### config.mk
export PLATFORM = sky130hd
export DESIGN_NAME = retorno_recirculacion
export DESIGN_NICKNAME = d
export VERILOG_FILES = /design/src/rtl/retorno_recirculacion.sv
export SDC_FILE = /design/constraint.sdc
export NUM_CORES = 1
export LEC_CHECK = 0
export ABC_AREA = 1
export BUFFER_PORTS_ARGS = -buffer_cell sky130_fd_sc_hd__clkbuf_2
export CAP_MARGIN = 20
export CORE_AREA = 2 2 129 131
export DETAILED_ROUTE_END_ITERATION = 8
export DIE_AREA = 0 0 131 133
export PLACE_DENSITY = 0.75
export REMOVE_ABC_BUFFERS = 1
export SLEW_MARGIN = 20
export SYNTH_ARGS = -nofsm -noshare
export SYNTH_HDL_FRONTEND = slang
export SYNTH_SLANG_ARGS = --single-unit
### constraint.sdc
create_clock -name clk -period 4.1 [get_ports clk]
set_input_delay 0.615 -clock clk [delete_from_list [all_inputs] [get_ports clk]]
set_output_delay 0.615 -clock clk [all_outputs]
set_load 0.01 [all_outputs]
### src/rtl/retorno_recirculacion.sv
// Return-path buffer: four independent lane FIFOs that re-inject recirculated
// words when not paused, plus an idle flag once the path has drained and stayed quiet.
module retorno_recirculacion #(
  parameter int DATA_WIDTH  = 8,
  parameter int DEPTH       = 4,
  parameter int IDLE_CYCLES = 2
) (
  input  logic                  clk,
  input  logic                  reset,
  input  logic                  valid_inf0,
  input  logic                  valid_inf1,
  input  logic                  valid_inf2,
  input  logic                  valid_inf3,
  input  logic [DATA_WIDTH-1:0] inf0,
  input  logic [DATA_WIDTH-1:0] inf1,
  input  logic [DATA_WIDTH-1:0] inf2,
  input  logic [DATA_WIDTH-1:0] inf3,
  input  logic                  pause,
  output logic                  valid_out0,
  output logic                  valid_out1,
  output logic                  valid_out2,
  output logic                  valid_out3,
  output logic [DATA_WIDTH-1:0] out0,
  output logic [DATA_WIDTH-1:0] out1,
  output logic [DATA_WIDTH-1:0] out2,
  output logic [DATA_WIDTH-1:0] out3,
  output logic                  fifo_full0,
  output logic                  fifo_full1,
  output logic                  fifo_full2,
  output logic                  fifo_full3,
  output logic                  fifo_empty0,
  output logic                  fifo_empty1,
  output logic                  fifo_empty2,
  output logic                  fifo_empty3,
  output logic                  overflow,
  output logic                  idle
);

  localparam int PW = $clog2(DEPTH);
  localparam int CW = $clog2(DEPTH) + 1;
  localparam int QW = $clog2(IDLE_CYCLES + 1);
  localparam logic [CW-1:0] DEPTH_C = CW'(DEPTH);
  localparam logic [QW-1:0] IDLE_C  = QW'(IDLE_CYCLES);

  logic [3:0]            valid_in;
  logic [DATA_WIDTH-1:0] data_in [4];

  logic [DATA_WIDTH-1:0] mem_q [4][DEPTH];
  logic [DATA_WIDTH-1:0] mem_d [4][DEPTH];
  logic [PW-1:0]         wr_ptr_q [4];
  logic [PW-1:0]         wr_ptr_d [4];
  logic [PW-1:0]         rd_ptr_q [4];
  logic [PW-1:0]         rd_ptr_d [4];
  logic [CW-1:0]         count_q [4];
  logic [CW-1:0]         count_d [4];
  logic [DATA_WIDTH-1:0] out_q [4];
  logic [DATA_WIDTH-1:0] out_d [4];
  logic [3:0]            valid_out_q, valid_out_d;
  logic [3:0]            full_q, full_d;
  logic [3:0]            empty_q, empty_d;
  logic                  overflow_q, overflow_d;
  logic                  idle_q, idle_d;
  logic [QW-1:0]         quiet_cnt_q, quiet_cnt_d;
  logic [3:0]            push, pop;
  logic                  quiet;

  assign valid_in = {valid_inf3, valid_inf2, valid_inf1, valid_inf0};
  assign data_in[0] = inf0;
  assign data_in[1] = inf1;
  assign data_in[2] = inf2;
  assign data_in[3] = inf3;

  // Pop decision uses the pre-edge count, so a full lane can still accept a push
  // in the same cycle it drains one word.
  always_comb begin
    logic all_empty;
    mem_d       = mem_q;
    wr_ptr_d    = wr_ptr_q;
    rd_ptr_d    = rd_ptr_q;
    count_d     = count_q;
    out_d       = out_q;
    valid_out_d = '0;
    overflow_d  = overflow_q;
    all_empty   = 1'b1;
    for (int i = 0; i < 4; i++) begin
      pop[i]  = !pause && (count_q[i] != '0);
      push[i] = valid_in[i] && ((count_q[i] != DEPTH_C) || pop[i]);
      if (pop[i]) begin
        out_d[i]       = mem_q[i][rd_ptr_q[i]];
        valid_out_d[i] = 1'b1;
        rd_ptr_d[i]    = rd_ptr_q[i] + PW'(1);
      end
      if (push[i]) begin
        mem_d[i][wr_ptr_q[i]] = data_in[i];
        wr_ptr_d[i]           = wr_ptr_q[i] + PW'(1);
      end
      if (valid_in[i] && !push[i]) begin
        overflow_d = 1'b1;
      end
      case ({push[i], pop[i]})
        2'b10:   count_d[i] = count_q[i] + CW'(1);
        2'b01:   count_d[i] = count_q[i] - CW'(1);
        default: count_d[i] = count_q[i];
      endcase
      full_d[i]  = (count_d[i] == DEPTH_C);
      empty_d[i] = (count_d[i] == '0);
      if (count_d[i] != '0) begin
        all_empty = 1'b0;
      end
    end
    quiet = all_empty && (valid_in == 4'b0000);
    if (!quiet) begin
      quiet_cnt_d = '0;
    end else if (quiet_cnt_q == IDLE_C) begin
      quiet_cnt_d = IDLE_C;
    end else begin
      quiet_cnt_d = quiet_cnt_q + QW'(1);
    end
    idle_d = quiet && (quiet_cnt_d == IDLE_C);
  end

  always_ff @(posedge clk) begin
    mem_q <= mem_d;
  end

  always_ff @(posedge clk) begin
    if (reset) begin
      wr_ptr_q    <= '{default: '0};
      rd_ptr_q    <= '{default: '0};
      count_q     <= '{default: '0};
      out_q       <= '{default: '0};
      valid_out_q <= '0;
      full_q      <= '0;
      empty_q     <= '1;
      overflow_q  <= 1'b0;
      idle_q      <= 1'b0;
      quiet_cnt_q <= '0;
    end else begin
      wr_ptr_q    <= wr_ptr_d;
      rd_ptr_q    <= rd_ptr_d;
      count_q     <= count_d;
      out_q       <= out_d;
      valid_out_q <= valid_out_d;
      full_q      <= full_d;
      empty_q     <= empty_d;
      overflow_q  <= overflow_d;
      idle_q      <= idle_d;
      quiet_cnt_q <= quiet_cnt_d;
    end
  end

  assign {valid_out3, valid_out2, valid_out1, valid_out0} = valid_out_q;
  assign out0 = out_q[0];
  assign out1 = out_q[1];
  assign out2 = out_q[2];
  assign out3 = out_q[3];
  assign {fifo_full3, fifo_full2, fifo_full1, fifo_full0}     = full_q;
  assign {fifo_empty3, fifo_empty2, fifo_empty1, fifo_empty0} = empty_q;
  assign overflow = overflow_q;
  assign idle     = idle_q;

endmodule

==> After elaboration in Yosys (flattened, before gate mapping) <==
Cells that the tools add are included.
{ "word_totals": {"regBits": 204, "input_bits": 39, "out_inout_bits": 46, "elab_cells": 176} }
{ "op_classes": {"muxes": 42, "addsub": 17, "bitwise": 8, "eq_ne": 18, "order_cmp": 12, "reduce_logical": 41} }
{ "ops": {"columns": ["op", "n"], "rows": [
  ["$bwmux 32", 4],
  ["$mux 8", 12],
  ["$bmux 8 s2", 4],
  ["$demux 8 s2", 4],
  ["$ge 3x3->1 const B", 8],
  ["$not 2->3", 8],
  ["$pmux 3 s2", 4],
  ["$reduce_bool 3->1", 8],
  ["$add 2x1->2 const B", 9],
  ["$logic_and 1x1->1", 18],
  ["$add 3x1->3 const B", 4],
  ["$eq 2x2->1 const B", 6],
  ["$eq 3x3->1 const B", 4],
  ["$logic_not 3->1", 4],
  ["$lt 3x1->1 const B", 4],
  ["$mux 1", 12],
  ["$ne 3x3->1 const B", 4],
  ["$sub 3x1->3 const B", 4],
  ["$eq 2x1->1 const B", 4],
  ["$logic_not 1->1", 5],
  ["$logic_not 4->1", 1],
  ["$logic_or 1x1->1", 4],
  ["$mux 2", 2],
  ["$reduce_bool 4->1", 1]
]} }

==> Depth between registers and ports, before layout <==
Gate-level depths: netlist of the first run.
{ "depth": {"word_depth": 15, "mapped_depth": 16} }

==> Worst setup path after synthesis of the first run <==
Ideal clock, no wire load.
{ "synth_timing": {"kind": "input -> register", "start": "in pause", "end": "reg idle_q (netlist: idle)", "arrival_time_ns": 2.651, "stages": 12, "setup_ns": 0.062, "t_required_ns": 4.038, "setup_slack_ns": 1.387, "cell_sequence": "buf_6 a21oi_1 clkbuf_1 ha_1 inv_1 fa_1 o21ai_0 nor2_1 nand3_1 nor3_4 nand3_2 nor2_2"} }
{ "synth_between": {"word_cells_on_any_way": 37, "classes_between": "eq/ne: 9; mux: 9; reduce/logical: 19"} }
{ "synth_lines": {"columns": ["item", "line", "text"], "rows": [
  ["from (decl)", "18", "input logic pause,"],
  ["$logic_not 1->1 *", "86", "pop[i] = !pause && (count_q[i] != '0);"],
  ["$logic_and 1x1->1 *", "86", null],
  ["named net pop[3]", "64", "logic [3:0] push, pop;"],
  ["$logic_or 1x1->1", "87", "push[i] = valid_in[i] && ((count_q[i] != DEPTH_C) || pop[i]);"],
  ["$logic_and 1x1->1", "87", null],
  ["$eq 2x1->1 or $eq 2x2->1 (tied branches)", "100", "case ({push[i], pop[i]})"],
  ["$pmux 3 s2 *", "100", null],
  ["$reduce_bool 3->1 *", "107", "if (count_d[i] != '0) begin"],
  ["$mux 1 *", "107", null],
  ["$logic_and 1x1->1 *", "111", "quiet = all_empty && (valid_in == 4'b0000);"],
  ["$mux 2", "112", "if (!quiet) begin"],
  ["$eq 2x2->1", "119", "idle_d = quiet && (quiet_cnt_d == IDLE_C);"],
  ["$logic_and 1x1->1 *", "119", null],
  ["to (signal assigned)", "147", "idle_q <= idle_d;"],
  ["to (decl)", "62", "logic idle_q, idle_d;"]
]} }
The timed path passes the listed nets; every way through them passes the cells marked *.
A chain may end at the register's enable or synchronous reset.

==> Worst setup path in the final report of the first run <==
{ "layout_timing": {"start": "reg count_q[1] (netlist name)", "end": "reg idle_q (netlist: idle)"} }
{ "layout_between": {"elab_chain_cells": 12, "word_cells_on_any_way": 16, "classes_between": "add/sub: 2; eq/ne: 4; mux: 3; reduce/logical: 7"} }
{ "layout_lines": {"columns": ["item", "line", "text"], "rows": [
  ["from (decl)", "54", "logic [CW-1:0] count_q [4];"],
  ["from (signal assigned)", "141", "count_q <= count_d;"],
  ["$reduce_bool 3->1", "86", null],
  ["$logic_and 1x1->1", "86", null],
  ["$logic_or 1x1->1", "87", null],
  ["$logic_and 1x1->1", "87", null],
  ["$eq 2x1->1 or $eq 2x2->1 (tied branches)", "100", null],
  ["$pmux 3 s2 *", "100", null],
  ["$reduce_bool 3->1 *", "107", null],
  ["$mux 1 *", "107", null],
  ["$logic_and 1x1->1 *", "111", null],
  ["$mux 2", "112", null],
  ["$eq 2x2->1", "119", null],
  ["$logic_and 1x1->1 *", "119", null]
]} }
Every way passes the cells marked *; elsewhere a longest branch is shown, timed or not.

==> metrics, run 1 <==
WHS=0.3273 ns; worst vdd ir=about 0.38 mV; maxcap violations=0; share of the clock period used by the worst path=0.6141; fin nets=between 900 and 1000; crit-path max FO=9; Tot Pwr=between 6 and 7 mW; Root Driver=clkbuf_16; pin count of the biggest net entering global routing=43; cells along the critical path=nor2_1 > nand3_1 > nand2_1 > ha_1 > inv_1 > fa_1 > o21ai_0 > nor2_1 > nand3_1 > nor3_4 > nand3_2 > nor2_2; pre-CTS WS=approximately 1.2 ns; WL final=about 16000 um; run status=finished clean; Clock Pin Slew Worst Setup and Hold Paths=0.06 ns; area occupied by multi-input gates=roughly 2500 um2; crit-path max cell delay=around 0.47 ns; area grow syn2layout=15.35%; die width=approximately 130 um; # Post-CTS Setup Buffers=0; synthesized area per cell=10.74 um2; I/O pins=85; Final Max Tran Viols=0; # hold bufs at CTS=0; FF+latch count, synth=between 200 and 250; antenna fix cells=0; RSZ-0062 raised after global routing=no; filler instances=approximately 1300; crit path setup slack, layout=1.582 ns; Clock Skew=~0.016 ns; Seq/Total Area, Yosys=0.6477; Port Buffers=84; row cnt=47; synthesized area=8283 um2; Sequential Power Share=0.447; Clock Latency Late Sink=about 0.50 ns; Die Span Y=about 130 um; Worst-Margin Slew=around 0.87 ns; DRT Pass-1 Iters=4; GRT Util Overall=0.1830; WP buf/inv=1; core area=approximately 16000 um2; Fin. Hold Viols=0; critical setup path kind=register to register; switching power=roughly 2.0 mW; Top Family by Delay on Critical Path=simple AND/OR/NAND/NOR gates; design area=around 9600 um2; clock share of power=0.297; Final min period=2.518 ns; Via density=5.024; dpl cell area=8870 um2; Worst Setup End Kind=register; Max clock buf depth=3; CTS Sinks=roughly 200; worst rel slew slack=0.4146; PostCTS Resize Cnt=0; setup violators final=0; Setup TNS=0 ns; H-tree level count=1; synthesized instance count=771; CP Launch Type=register; Sw Share=0.3288; vias in the first global route=5084; detailed placement HPWL=9929 um; post-route insts no fill=between 1000 and 1500; Final Wtd Congestion=~0.8; antenna-violating nets left=0; starting density of the core=0.5122; slowest CP cell=fa_1; initial antenna violation count=0; die area=between 15000 and 20000 um2; violation count after the first detailed-route iteration=242; Overflow after GRT=0; TritonCTS clock tree=yes; drt wl/cell=between 10 and 15 um; Util after Layout=0.5908; f_max=0.3972 GHz; PwrDens=~650 nW/um2; layout cells sized above 1=0.1940; required time worst endpoint=4.54 ns; Distinct cells, synth=35; Int Power=about 4.2 mW; Tightest Hold Check Type=input port to register; Leak=3.737 nW; Critical Path AT=just under 3 ns; placed cells=1048; Inserted Clock Buffers=21; first-pass GRT wire length=approximately 25000 um; Comb pwr share=0.256; yosys warns=0; FF/Latch Area=roughly 5400 um2; drt drc=0; routed via count=between 5000 and 6000
layout by cell type (no fill, tap or decap), types with 5 or more instances in the layout:
master / instances
o21ai_0: 112
dfxtp_1: 76
inv_2: 5
nor2_1: 166
edfxtp_1: 128
ha_1: 18
nand2_4: 9
clkinv_1: 7
clkbuf_2: 85
clkbuf_16: 21
a21oi_1: 19
inv_1: 61
a31oi_1: 32
nand2_1: 44
clkbuf_8: 5
nand3_1: 12
nand2_2: 19
power by group through the flow:
stage / logic (mW) / registers [mW] / clock network (mW)
floorplan: 1.06 / 2.83 / 0
global placement: 1.55 / 2.82 / 0
detailed placement: 1.60 / 2.83 / 0
CTS: 1.61 / 2.79 / 1.89
global route: 1.84 / 2.83 / 1.97
finish: 1.59 / 2.79 / 1.85
cells by family (layout without fill, tap and decap cells):
kind of cell    after synthesis  in the layout  synth area share
fa+ha+maj                    22             22           0.03686
xor+xnor                      4              4          0.004230
simple gates                271            271            0.1541
compound gates              167            167            0.1074
flops                       204            204            0.6477
buf+inv                     103            198           0.04970
synthesized netlist by cell type:
cell      count  area [um2]
nor2_4        4       45.04
a21oi_4       1       16.27
inv_4         1       6.260
nand3_1      12       60.06
nand2_1      44       165.2
buf_2        12       60.06
o22ai_1       2       12.51
ha_1         18       225.2
inv_2         5       18.77
clkbuf_1     15       56.30
xor2_1        2       17.52
nand3_2       2       20.02
nor2_1      166       623.1
nor3_1        2       10.01
o21ai_0     112       560.5
a31oi_1      32       200.2
edfxtp_1    128        3844
xnor2_1       2       17.52
nand4_1       1       6.260
dfxtp_1      76        1521
nand2_4       9       101.4
inv_1        61       229.0
nand2_2      19       118.9
buf_1         3       11.26
nand3_4       1       17.52
nor3_4        1       16.27
clkinv_1      5       18.77
o21ai_1       1       5.000
fa_1          4       80.08
nor4_1        4       25.02
nand2_8       2       40.04
buf_6         1       11.26
nand3b_1      2       15.01
a21oi_1      19       95.09
nor2_2        2       12.51
metal layers:
| metal | vias to the layer above | track usage | routed length [um] |
|---|---|---|---|
| met1 | 2515 | 0.2217 | 6590 |
| met4 | 0 | 0.05910 | 408 |
| met2 | 136 | 0.3276 | 7995 |
| li1 | 2772 | - | - |
| met5 | - | 0 | 0 |
| met3 | 33 | 0.03195 | 782 |
layout make-up:
type,count,share of cell area
Clock buffer,30,0.06391
Clock inverter,8,0.007727
Inverter,72,0.02855
Multi-Input combinational cell,464,0.2623
Sequential cell,204,0.5616
Tap cell,220,0.02881
Timing Repair Buffer,88,0.04715
registers in the layout, indices dropped and copies added, names as in the netlist:
name,cells
empty_q,4
rd_ptr_q,8
mem_q,128
out3,8
out0,8
wr_ptr_q,8
idle,1
quiet_cnt_q,2
count_q,12
valid_out_q,4
out1,8
full_q,4
overflow,1
out2,8
final timing paths:
check | from | end | slack (ns) | depth (start not counted)
setup reg to reg | count_q[1]$_SDFF_PP0_ | idle$_SDFF_PP0_ | 1.58 | 12
hold reg to reg | wr_ptr_q[3]$_SDFFE_PP0P_ | wr_ptr_q[3]$_SDFFE_PP0P_ | 0.53 | 2
setup / recovery | count_q[1]$_SDFF_PP0_ | idle$_SDFF_PP0_ | 1.58 | 12
hold / removal | inf3[3] | mem_q[27]$_DFFE_PP_ | 0.33 | 1
Power figures use the tool's default switching activity.
==> inputs of run 2 (changes only) <==
Settings changed: ABC_AREA 1 to 0, PLACE_DENSITY 0.75 to 0.78.
Clock period 4.1 ns to 2.2 ns, I/O delays scaled along.
==> run 2 against run 1 <==
  * The flow now finishes with violations (negative setup slack)
  * Register-to-register slack got worse by 1.8 ns
  * Cell count fell by 9.0%
  * Clock power rose by 110%
  * First-iteration DRC count rose by 14%
  * Global-route usage rose by 1.5 points
  * Combinational power rose by 64%
==> metrics, run 2 <==
required time worst endpoint=2.64 ns (-1.90 ns); first-pass GRT wire length=27210 um (+9.3%); CP Launch Type=register; synthesized area=8320 um2 (+0.45%); EDFF count, synth=128 (unchanged); setup violators final=6 (+6); Post-Synth XOR/XNOR Area=0.01789 (+0.01367); core area=16170 um2 (unchanged); Critical Path AT=2.82 ns (-0.14 ns); fin nets=813 (-11%); antenna-violating nets left=0 (unchanged); most frequent cells in the layout=edfxtp_1 (128), nand2_1 (88), clkbuf_2 (84); Via density=5.370 (+6.9%); post-synthesis compound-gate area fraction=0.07248 (-0.03492); most common cell in the synthesized netlist=edfxtp_1; Most used DFF post-synth=edfxtp_1; Yosys top cell by area=edfxtp_1; maxcap violations=0 (unchanged); Die Span Y=133 um (unchanged); H-tree level count=1 (unchanged); f_max=0.4198 GHz (+5.7%); switching power=3.081 mW (+50%); Clock Skew=0.01323 ns (-0.002448 ns); WHS=0.03880 ns (-0.2884 ns); Synth top area share=0.4620 (-0.002093); max reg flops=128 (unchanged); adder-cell share of the synthesized area=0.03669 (-0.0001663); most common cell after layout, fill and taps aside=edfxtp_1; Post-Synth Simple-Gate Area=0.1033 (-0.05077); drt drc=0 (unchanged); Clock Latency Late Sink=0.51 ns (about the same); Largest regs=mem_q x128, count_q x12; Inserted Clock Buffers=22 (+4.8%); worst vdd ir=0.6840 mV (+81%); starting density of the core=0.5145 (+0.002321); synthesized area per cell=13.46 um2 (+25%); crit path setup slack, layout=-0.1821 ns (-1.764 ns); Final Wtd Congestion=0.8399 (+5.4%); Final Max Tran Viols=0 (unchanged); layout cells sized above 1=0.3333 (+0.1393); TritonCTS clock tree=yes; post-route insts no fill=988 (-9.0%); Root Driver=clkbuf_16; top cells by count, synth=edfxtp_1 (128), nand2_1 (89), dfxtp_1 (76); share of the clock period used by the worst path=1.083 (+0.4687); clock share of power=0.348 (+0.051); vias in the first global route=5498 (+8.1%); Fin. Hold Viols=0 (unchanged); RSZ-0062 raised after global routing=yes; Synth async-reset ratio=0 (unchanged); detailed placement HPWL=11230 um (+13%); I/O pins=85 (unchanged); FF+latch count, synth=204 (unchanged); die area=17420 um2 (unchanged); drt wl/cell=17.37 um (+20%); DRT Pass-1 Iters=4 (unchanged); crit-path max FO=3 (-6); Max clock buf depth=3 (unchanged); Clock Pin Slew Worst Setup and Hold Paths=0.07 ns (about the same); Seq/Total Area, Yosys=0.6448 (-0.002922); pin count of the biggest net entering global routing=38 (-12%); Top reg by flops=mem_q; Sw Share=0.2735 (-0.05532); R2R Setup Slk=-0.18 ns (-1.76 ns); Distinct cells, synth=62 (+77%); PwrDens=1103 nW/um2 (+69%); run status=finished, violations left; Final min period=2.382 ns (-0.1357 ns); Overflow after GRT=0 (unchanged); Int Power=8.184 mW (+96%); Util after Layout=0.6315 (+0.04070); synthesized instance count=618 (-20%); antenna fix cells=0 (unchanged); CTS Sinks=204 (unchanged); failing checks=negative setup slack; area grow syn2layout=22.74%; yosys warns=0 (unchanged); Worst-Margin Slew=0.6284 ns (-0.2464 ns); placed cells=936 (-11%); share of synthesized area spent on multiplexers=0.09263 (+0.09263); synth top area cells=edfxtp_1 (46%), dfxtp_1 (18%), mux4_2 (8.7%); violation count after the first detailed-route iteration=276 (+14%); worst rel slew slack=0.5805 (+0.1658); Sequential Power Share=0.421 (-0.026); row cnt=47 (unchanged); Port Buffers=84 (unchanged); largest family of logic cells by synthesized area=simple AND/OR/NAND/NOR gates; GRT Util Overall=0.1983 (+0.01529); Leak=3.814 nW (+2.1%); critical setup path kind=register to register; Comb pwr share=0.231 (-0.025); routed via count=5306 (-2.7%); initial antenna violation count=0 (unchanged); Tightest Hold Check Type=input port to register; WL final=17160 um (+8.7%); die width=131 um (unchanged); Worst Setup End Kind=register
[run 2: cell count changes in the layout (fill, tap and decap cells not counted), sizes merged, moves of 6 or more]
cell   previous run  this run
a21oi            20        43
a31oi            32         5
and2              0        14
buf               4        59
inv              68        27
mux4              0        32
nand2            74        89
nand3            15         6
nor2            172        45
o21ai           113        17
xnor2             2         9
xor2              2         8
[run 2: timing repair]
item,in CTS,in global routing
hold buffers,0,0
setup buffers,10,2
setup endpoints to repair,8,10
gates resized for setup,25,14
pin swaps,16,7
[run 2: layout make-up]
| cell class | instances | area, um2 |
|---|---|---|
| Clock buffer | 26 | 586.8 |
| Clock inverter | 14 | 200.2 |
| Fill cell | 1182 | 5959 |
| Inverter | 26 | 100.1 |
| Multi-Input combinational cell | 355 | 2809 |
| Sequential cell | 204 | 5374 |
| Tap cell | 220 | 275.3 |
| Timing Repair Buffer | 143 | 867.1 |
[run 2: final timing paths]
kind	from	end	depth (start not counted)
max	count_q[0]$_SDFF_PP0_	idle$_SDFF_PP0_	12
max reg2reg	count_q[0]$_SDFF_PP0_	idle$_SDFF_PP0_	12
min	inf0[2]	mem_q[122]$_DFFE_PP_	1
min reg2reg	out0[3]$_SDFFE_PP0N_	out0[3]$_SDFFE_PP0N_	2
[run 2: metrics by stage]
step / total power [mW] / setup TNS (ns) / area (um2) / setup slack, ns
floorplan: 6.114 / -2.066 / 8150 / -0.4734
global placement: 6.890 / -2.039 / 9199 / -0.3814
global route: 11.77 / -1.365 / 10210 / -0.2926
detailed placement: 7.013 / -3.101 / 9199 / -0.4871
finish: 11.27 / -0.5856 / 10210 / -0.1821
CTS: 11.20 / -0.3888 / 10150 / -0.1375
[run 2: cell families (layout without fill, tap and decap cells)]
kind of cell    count (synthesis)  after routing
mux                            37             37
flops                         204            204
buf+inv                        59            209
compound gates                 93             93
xor+xnor                       17             17
simple gates                  186            186
fa+ha+maj                      22             22
[run 2: worst max-delay path, stage by stage, from the launching register on]
cell and delay [ns]:
dfxtp_2 0.34, nor2_4 0.12, nand3_2 0.09, and2_4 0.16, inv_4 0.06, ha_4 0.14, inv_2 0.04, fa_2 0.36
xor2_2 0.16, o21a_1 0.21, nor4_4 0.30, nand4_2 0.16, nor2_1 0.16
[run 2: power groups by stage]
stage                     combinational, mW  sequential (mW)  clock (mW)
final                                  2.60             4.74        3.92
after global routing                   2.86             4.79        4.12
after floorplan                        1.23             4.88           0
after detailed placement               2.22             4.80           0
after global placement                 2.12             4.77           0
after CTS                              2.49             4.73        3.98
[run 2: metal layers]
| metal | share of wire | wire [um] | vias to the layer above | track usage |
|---|---|---|---|---|
| li1 | - | - | 2499 | - |
| met1 | 0.39 | 6709 | 2605 | 0.2463 |
| met2 | 0.52 | 8880 | 166 | 0.3434 |
| met3 | 0.068 | 1166 | 36 | 0.03761 |
| met4 | 0.023 | 400 | 0 | 0.07210 |
| met5 | 0 | 0 | - | 0 |
